## src/rtl/data_sram_bridge_pkg.sv

```systemverilog
// Shared definitions for the SRAM-like bus bridges (data side now, inst side later).
//   br_state_e      : bridge FSM states, also exported on the debug state port
//   SIZE_B/H/W      : bus data_size codes (byte, half, word)
//   sizeFromStrobe  : maps store byte strobes to a data_size code
package data_sram_bridge_pkg;

  typedef enum logic [1:0] {
    BR_IDLE = 2'd0,
    BR_REQ  = 2'd1,
    BR_WAIT = 2'd2,
    BR_DONE = 2'd3
  } br_state_e;

  localparam logic [1:0] SIZE_B = 2'd0;
  localparam logic [1:0] SIZE_H = 2'd1;
  localparam logic [1:0] SIZE_W = 2'd2;

  // Full-word strobes give word, aligned half strobes give half and a single
  // lane gives byte. Other patterns cannot come out of the store filter.
  function automatic logic [1:0] sizeFromStrobe(input logic [3:0] wen);
    logic [1:0] size;
    case (wen)
      4'b1111:          size = SIZE_W;
      4'b0011, 4'b1100: size = SIZE_H;
      default:          size = SIZE_B;
    endcase
    return size;
  endfunction

endpackage

```

## src/rtl/sram_req_latch.sv

```systemverilog
// Holds the request fields of an issued bus transaction so that address,
// size, direction and write data stay stable while the request waits for
// addr_ok, even if the live M-stage values move.
//   clk, resetn  : clock, synchronous active-low reset
//   capture      : load the issue* fields this cycle
//   issue*       : live request fields at issue time
//   held*        : registered copy presented while the request is open
module sram_req_latch #(
  parameter int ADDR_W = 32,
  parameter int DATA_W = 32
) (
  input  logic              clk,
  input  logic              resetn,
  input  logic              capture,
  input  logic [ADDR_W-1:0] issueAddr,
  input  logic [1:0]        issueSize,
  input  logic              issueWr,
  input  logic [DATA_W-1:0] issueWdata,
  output logic [ADDR_W-1:0] heldAddr,
  output logic [1:0]        heldSize,
  output logic              heldWr,
  output logic [DATA_W-1:0] heldWdata
);

  always_ff @(posedge clk) begin
    if (!resetn) begin
      heldAddr  <= '0;
      heldSize  <= '0;
      heldWr    <= 1'b0;
      heldWdata <= '0;
    end else if (capture) begin
      heldAddr  <= issueAddr;
      heldSize  <= issueSize;
      heldWr    <= issueWr;
      heldWdata <= issueWdata;
    end
  end

endmodule

```

## src/rtl/data_sram_bridge.sv

```systemverilog
// Turns the single-cycle M-stage data access into a two-phase SRAM-like bus
// transaction (req/addr_ok, then data_ok) and stalls the pipeline until the
// access completes.
//   cpu_*    : M-stage access request, kill/flush, external stall; load data and stall out
//   data_*   : SRAM-like bus master side
//   dbgState : current FSM state
// Handshake: a request is transferred on a cycle where data_req and
// data_addr_ok are both high; once raised, data_req and its fields hold until
// that cycle. The response is the single data_data_ok pulse that follows (it
// may coincide with the accepting cycle). data_data_ok with no accepted
// request outstanding is ignored.
module data_sram_bridge
  import data_sram_bridge_pkg::*;
#(
  parameter int ADDR_W = 32,
  parameter int DATA_W = 32
) (
  input  logic              clk,
  input  logic              resetn,
  input  logic              cpu_en,
  input  logic [3:0]        cpu_wen,
  input  logic [1:0]        cpu_rsize,
  input  logic [ADDR_W-1:0] cpu_addr,
  input  logic [DATA_W-1:0] cpu_wdata,
  input  logic              cpu_kill,
  input  logic              cpu_other_stall,
  output logic [DATA_W-1:0] cpu_rdata,
  output logic              cpu_stall,
  output logic              data_req,
  output logic              data_wr,
  output logic [1:0]        data_size,
  output logic [ADDR_W-1:0] data_addr,
  output logic [DATA_W-1:0] data_wdata,
  input  logic              data_addr_ok,
  input  logic              data_data_ok,
  input  logic [DATA_W-1:0] data_rdata,
  output br_state_e         dbgState
);

  br_state_e         state, stateNext;
  logic [DATA_W-1:0] rdataQ;
  logic              rdataLoad;
  logic              issue;
  logic              liveWr;
  logic [1:0]        liveSize;
  logic [ADDR_W-1:0] heldAddr;
  logic [1:0]        heldSize;
  logic              heldWr;
  logic [DATA_W-1:0] heldWdata;

  assign liveWr   = |cpu_wen;
  assign liveSize = liveWr ? sizeFromStrobe(cpu_wen) : cpu_rsize;

  // A fresh request only starts from IDLE; DONE must not re-issue the
  // instruction it has just completed while the pipeline is still held.
  assign issue = resetn & (state == BR_IDLE) & cpu_en & ~cpu_kill;

  sram_req_latch #(
    .ADDR_W(ADDR_W),
    .DATA_W(DATA_W)
  ) u_req_latch (
    .clk       (clk),
    .resetn    (resetn),
    .capture   (issue),
    .issueAddr (cpu_addr),
    .issueSize (liveSize),
    .issueWr   (liveWr),
    .issueWdata(cpu_wdata),
    .heldAddr  (heldAddr),
    .heldSize  (heldSize),
    .heldWr    (heldWr),
    .heldWdata (heldWdata)
  );

  always_ff @(posedge clk) begin
    if (!resetn) begin
      state  <= BR_IDLE;
      rdataQ <= '0;
    end else begin
      state <= stateNext;
      if (rdataLoad) rdataQ <= data_rdata;
    end
  end

  // Completion while another source holds the pipeline parks in DONE with
  // the read data captured, since the bus data is only valid for one cycle.
  always_comb begin
    stateNext = state;
    rdataLoad = 1'b0;
    case (state)
      BR_IDLE: begin
        if (issue) begin
          if (!data_addr_ok)          stateNext = BR_REQ;
          else if (!data_data_ok)     stateNext = BR_WAIT;
          else if (cpu_other_stall) begin
            stateNext = BR_DONE;
            rdataLoad = 1'b1;
          end
        end
      end
      BR_REQ: begin
        if (data_addr_ok) begin
          if (!data_data_ok)          stateNext = BR_WAIT;
          else if (cpu_other_stall) begin
            stateNext = BR_DONE;
            rdataLoad = 1'b1;
          end else                    stateNext = BR_IDLE;
        end
      end
      BR_WAIT: begin
        if (data_data_ok) begin
          if (cpu_other_stall) begin
            stateNext = BR_DONE;
            rdataLoad = 1'b1;
          end else                    stateNext = BR_IDLE;
        end
      end
      BR_DONE: begin
        if (!cpu_other_stall)         stateNext = BR_IDLE;
      end
      default:                        stateNext = BR_IDLE;
    endcase
  end

  // In IDLE the request is driven straight from the live M-stage values so
  // a zero-wait bus completes in the issue cycle; in REQ the latched copy is used.
  assign data_req   = issue | (resetn & (state == BR_REQ));
  assign data_addr  = (state == BR_REQ) ? heldAddr  : cpu_addr;
  assign data_size  = (state == BR_REQ) ? heldSize  : liveSize;
  assign data_wr    = (state == BR_REQ) ? heldWr    : liveWr;
  assign data_wdata = (state == BR_REQ) ? heldWdata : cpu_wdata;

  assign cpu_stall = resetn & (
                       ((state == BR_IDLE) & cpu_en & ~cpu_kill & ~(data_addr_ok & data_data_ok))
                     | (state == BR_REQ)
                     | ((state == BR_WAIT) & ~data_data_ok));

  assign cpu_rdata = (state == BR_DONE) ? rdataQ : data_rdata;
  assign dbgState  = state;

endmodule

```

## config.mk

```make
export PLATFORM = sky130hd
export DESIGN_NAME = data_sram_bridge
export DESIGN_NICKNAME = d
export VERILOG_FILES = /design/src/rtl/data_sram_bridge_pkg.sv /design/src/rtl/sram_req_latch.sv /design/src/rtl/data_sram_bridge.sv
export SDC_FILE = /design/constraint.sdc
export NUM_CORES = 1
export LEC_CHECK = 0
export CAP_MARGIN = 20
export CELL_PAD_IN_SITES_DETAIL_PLACEMENT = 0
export CELL_PAD_IN_SITES_GLOBAL_PLACEMENT = 2
export CORE_MARGIN = 3
export CORE_UTILIZATION = 24
export DETAILED_ROUTE_END_ITERATION = 16
export GPL_TIMING_DRIVEN = 0
export PLACE_DENSITY = 0.86
export SLEW_MARGIN = 0
export SYNTH_ARGS = -nofsm -noshare
export SYNTH_HDL_FRONTEND = slang
export SYNTH_HIERARCHICAL = 1
export SYNTH_SLANG_ARGS = --single-unit
```

## constraint.sdc

```tcl
create_clock -name clk -period 1.9 [get_ports clk]
set_input_delay 0.38 -clock clk [delete_from_list [all_inputs] [get_ports clk]]
set_output_delay 0.38 -clock clk [all_outputs]
set_load 0.02 [all_outputs]
```

Word-level counts from Yosys, hierarchy flattened

Index checks and enable logic that the tools add are counted.
Widths: inputs -> output; s select.

Register bits after elaboration: 101
Word-level logic and storage cells: 59
Bits of input ports: 109

Bitwise gates (word level): 16
Reduce and logical (&&, ||, !) cells: 4
Equal/unequal tests: 11
Multiplexer cells: 22

Operator list:

| operator           | count |
|---|---|
| $mux 32            | 3 |
| $mux 2             | 11 |
| $and 1x1->1        | 10 |
| $eq 4x4->1 const B | 2 |
| $ne 2x2->1 const B | 4 |
| $pmux 2 s4         | 1 |
| $mux 1             | 5 |
| $reduce_and 5->1   | 1 |
| $eq 2x2->1 const B | 2 |
| $eq 4x2->1 const B | 1 |
| $ne 4x4->1 const B | 1 |
| $pmux 2 s2         | 1 |
| $reduce_or 4->1    | 1 |
| $not 1->1          | 3 |
| $or 1x1->1         | 3 |
| $pmux 1 s3         | 1 |
| $eq 2x1->1 const B | 1 |
| $logic_not 2->1    | 1 |
| $reduce_or 2->1    | 1 |

Longest topological paths before layout

Word-level depth: 7
Depth in mapped cells: 9
Depth with buffers taken out: 5

Hierarchy

The synthesis kept the hierarchy.

Modules (own cells, without submodules):

| module           | times used | cells each | area each (sq um) |
|---|---|---|---|
| data_sram_bridge | 1          | 432        | 2712.6 |
| sram_req_latch   | 1          | 216        | 2568.7 |

Worst setup path after synthesis

Ideal clock, no wire load.

Kind: reg-to-output
Start: register state[0], in the netlist dbgState[0]
End: output data_addr[22]
Path slack: 30 ps
Path buffers: 3
Arrival: 1490 ps
Stages on the path, launching flop included: 7
Cell sequence: dfxtp_1 -> buf_4 -> nor2b_1 -> buf_2 -> buf_1 -> nand2_1 -> nand2_1

Cells in the longest elaborated chain, start to end: 2

RTL lines:

| what                     | RTL line                | source |
|---|---|---|
| start: declaration       | data_sram_bridge.sv:40  | `br_state_e state, stateNext;` |
| start signal: assignment | data_sram_bridge.sv:80  | `state <= stateNext;` |
| $eq 2x1->1               | data_sram_bridge.sv:128 | `assign data_addr = (state == BR_REQ) ? heldAddr : cpu_addr;` |
| $mux 32                  | data_sram_bridge.sv:128 |  |
| end: declaration         | data_sram_bridge.sv:32  | `output logic [ADDR_W-1:0] data_addr,` |

No other way between the ends.

Worst setup path in the final report

Start: register state[1], in the netlist dbgState[1]
End: output cpu_rdata[10]

Cells in the longest elaborated chain, start to end: 2

RTL lines:

| what             | RTL line                | source |
|---|---|---|
| $eq 2x2->1       | data_sram_bridge.sv:138 | `assign cpu_rdata = (state == BR_DONE) ? rdataQ : data_rdata;` |
| $mux 32          | data_sram_bridge.sv:138 |  |
| end: declaration | data_sram_bridge.sv:27  | `output logic [DATA_W-1:0] cpu_rdata,` |

No other way between the ends.

==> results.py <==
metrics = {
    "outcome": {
        "status": "finished with violations",
        "violations": "setup timing",
    },
    "placed_design": {
        "port_buffers": 211,
        "place_hpwl_um": 11930,
        "dpl_cell_area_um2": 7737,
        "gp_congestion": 0.7165,
        "place_inst": 1134,
    },
    "floorplanning": {
        "fp-row-count": 53,
        "initial_utilization_pct": 24.73,
        "die_w_um": 154.3,
        "core_area_um2": 21350,
        "die_y_um": 154.3,
        "num_io_pins": 212,
        "dieArea_um2": 23820,
    },
    "clock_tree": {
        "clock_latency_ns": 0.35,
        "clk_pin_slew_ns": 0.07,
        "cts_buffers": 9,
        "cts_root_buf": "clkbuf_16",
        "cts_num_sinks": 101,
        "cts_hold_buf": 0,
        "cts_max_level": 3,
        "cts_tree": "done",
        "clk_path_buf_depth": 2,
    },
    "sta": {
        "setup_viol": 93,
        "setup_tns_ns": -3.281,
        "fin_skew_ns": 0.007048,
        "min_period_ns": 1.967,
        "fmax_ghz": 0.5083,
        "max_slew_margin_pct": 72.27,
        "setup_ws_ns": -0.06741,
        "rsz0062_at_grt": "true",
        "period_share_pct": 103.5,
        "worst_pin_slew_ns": 0.4160,
        "slew_violations": 0,
        "holdWs_ns": 0.4542,
        "final-hold-violation-count": 0,
    },
    "worst_setup_path": {
        "ff2ff_path_depth": 10,
        "worst_ep_arrival_time_ns": 1.59,
        "reg2reg_to": "u_req_latch/heldAddr[0]",
        "slowest_delay_ns": 0.36,
        "slowest_stage": "dfxtp_4",
        "crit_path_end_kind": "output pin",
        "start_kind": "register",
        "required_ns": 1.52,
        "worstSetupPathType": "reg2out",
        "path_max_fanout": 8,
        "cp_cell_sequence": "buf_8, nand2_8, clkbuf_16, mux2_4, buf_6",
        "r2r_slack_ns": 0.15,
        "r2r_start": "dbgState[0]",
    },
    "final_layout": {
        "nNetsFinal": 1005,
        "drive_gt1_share_pct": 29.00,
        "stdcell_count": 1177,
        "final_area_um2": 8954,
        "nFillCells": 2158,
        "area_growth_pct": 69.53,
        "fin_util_pct": 41.93,
    },
    "run": {
        "maxCapViolCount": 0,
    },
    "synth": {
        "synth_common_cells": "nand2_1 (262), dfxtp_1 (101), nor2b_1 (72)",
        "synth_edf_count": 0,
        "async_reset_ff_share_pct": 0,
        "ys_ff_latch": 101,
        "synth_top_area_share_pct": 38.28,
        "yosysTopAreaCell": "dfxtp_1",
        "synthesis.nets": 757,
        "yosysMostFrequentCell": "nand2_1",
        "synth_cells": 648,
        "syn-cell-area_um2": 5281,
        "ys_warn_count": 6,
        "synth.area.top_cells": "dfxtp_1 (38%), nand2_1 (19%), mux2i_1 (13%)",
        "avgSynthCellArea_um2": 8.150,
        "netlist-cell-type-count": 32,
        "yosysSeqAreaShare_pct": 38.28,
        "synthFlopType": "dfxtp_1",
    },
    "pwr": {
        "power.density_nw_per_um2": 779.3,
        "p_comb_share_pct": 38.7,
        "switching_share_pct": 31.50,
        "pwr-share-seq_pct": 32.7,
        "p_int_w": 0.004779,
        "p_leak_nw": 3.901,
        "netSwitchingPower_w": 0.002198,
        "clkPwrFrac_pct": 28.6,
        "irDropWorstVdd_mv": 0.4321,
    },
    "detailed_routing": {
        "wl_um": 16930,
        "vias_per_cell": 4.233,
        "drc": 0,
        "vias": 4982,
        "dr.pass1.iters": 4,
        "wl_per_cell_um": 14.38,
        "drt_iter0_drc": 192,
        "antenna_left": 0,
    },
    "hold_path": {
        "hp-class": "reg2reg",
        "worstHoldEndpoint": "rdataQ[17]",
        "holdPathStages": 2,
        "hp-start": "rdataQ[17]",
    },
    "global_route": {
        "grt_pass1_vias": 4802,
        "antenna_found_initial": 2,
        "grt_start_max_net_pins": 17,
        "grt_pass1_wl_um": 26300,
        "grt_util_all_layers_pct": 13.57,
        "overflow": 0,
    },
}
[power by group through the flow]
stage / registers, W / clock network (W) / logic [W]
after floorplan: 0.00232 / 0 / 0.00115
after global placement: 0.00232 / 0 / 0.00219
after detailed placement: 0.00232 / 0 / 0.00219
after CTS: 0.00228 / 0.00208 / 0.00255
after global routing: 0.00230 / 0.00217 / 0.00290
final: 0.00228 / 0.00199 / 0.00270
[layer usage]
| metal | GRT usage, % | up-vias | part of all wire, % |
|---|---|---|---|
| met5 | 0 | - | 0 |
| met4 | 3.701 | 0 | 1.2 |
| met3 | 4.365 | 14 | 7.5 |
| met2 | 20.67 | 142 | 45 |
| met1 | 18.51 | 2235 | 46 |
| li1 | - | 2591 | - |
[state kept, by name, summed over array words and instances, names as in the netlist]
signal                 cells
rdataQ                    32
u_req_latch/heldAddr      32
u_req_latch/heldWdata     32
dbgState                   2
u_req_latch/heldSize       2
u_req_latch/heldWr         1
[worst max-delay path, delay by kind of cell (launching register included)]
family,cells,cell delay [ns]
buf+inv,3,0.44
simple gates,1,0.13
mux,1,0.30
flops,1,0.36
[area by class of cell]
type	count	area [µm²]	area share, %
sequential	101	2029	22.67
buffer	43	459.2	5.129
clock inverter	6	87.58	0.9782
tap	275	344.1	3.843
antenna	2	5.005	0.05590
multi-input combinational	500	3293	36.78
clock buffer	9	225.2	2.515
inverter	2	7.507	0.08385
timing repair buffer	239	2502	27.95
[metrics by stage]
stage               power [W]  setup WS [ns]
finish               0.006977       -0.06741
global route         0.007367        -0.1761
CTS                  0.006913        -0.1267
detailed placement   0.004507        -0.9425
global placement     0.004511        -0.9397
floorplan            0.003473        0.03038
[cells by family (layout without fill, tap and decap cells)]
group                  count (synthesis)  count (layout)  share of synthesized area (%)
other                                  0               2                              0
DFF                                  101             101                          38.28
buffers and inverters                 47             299                          5.733
and+or+nand+nor                      348             348                          28.64
muxes                                102             102                          20.14
AOI/OAI and AO/OA                     50              50                          7.202
[repair_timing]
item | CTS | global route
gates resized for setup | 674 | 107
setup endpoints to repair | 112 | 142
gates cloned | 4 | 1
pin swaps | 13 | 21
buffers inserted | 12 | 13
[layout by cell type, fill, tap and decap left out, types with 8 or more instances in the layout]
cell | netlist | final
mux2i_1 | 68 | 68
nand2_2 | 0 | 21
buf_6 | 3 | 99
buf_8 | 0 | 11
nor2b_1 | 72 | 70
nand2_1 | 262 | 231
buf_4 | 5 | 35
buf_12 | 4 | 8
clkdlybuf4s50_1 | 0 | 101
clkbuf_16 | 0 | 10
clkbuf_1 | 14 | 8
mux2_4 | 0 | 33
a21boi_1 | 32 | 32
dfxtp_1 | 101 | 99
nand2_4 | 0 | 9
[how the worst max path moves through the flow]
stage / startpoint / endpoint / slack [ns] / depth (start not counted)
finish: dbgState[1] / cpu_rdata[10] / -0.07 / 5
global placement: cpu_wen[3] / data_size[1] / -0.94 / 6
global route: dbgState[0] / data_wdata[5] / -0.18 / 7
floorplan: dbgState[0] / data_addr[22] / 0.03 / 6
detailed placement: cpu_wen[3] / data_size[1] / -0.94 / 6
CTS: dbgState[0] / data_addr[13] / -0.13 / 8
No activity file was read; power rests on OpenSTA's default activity.
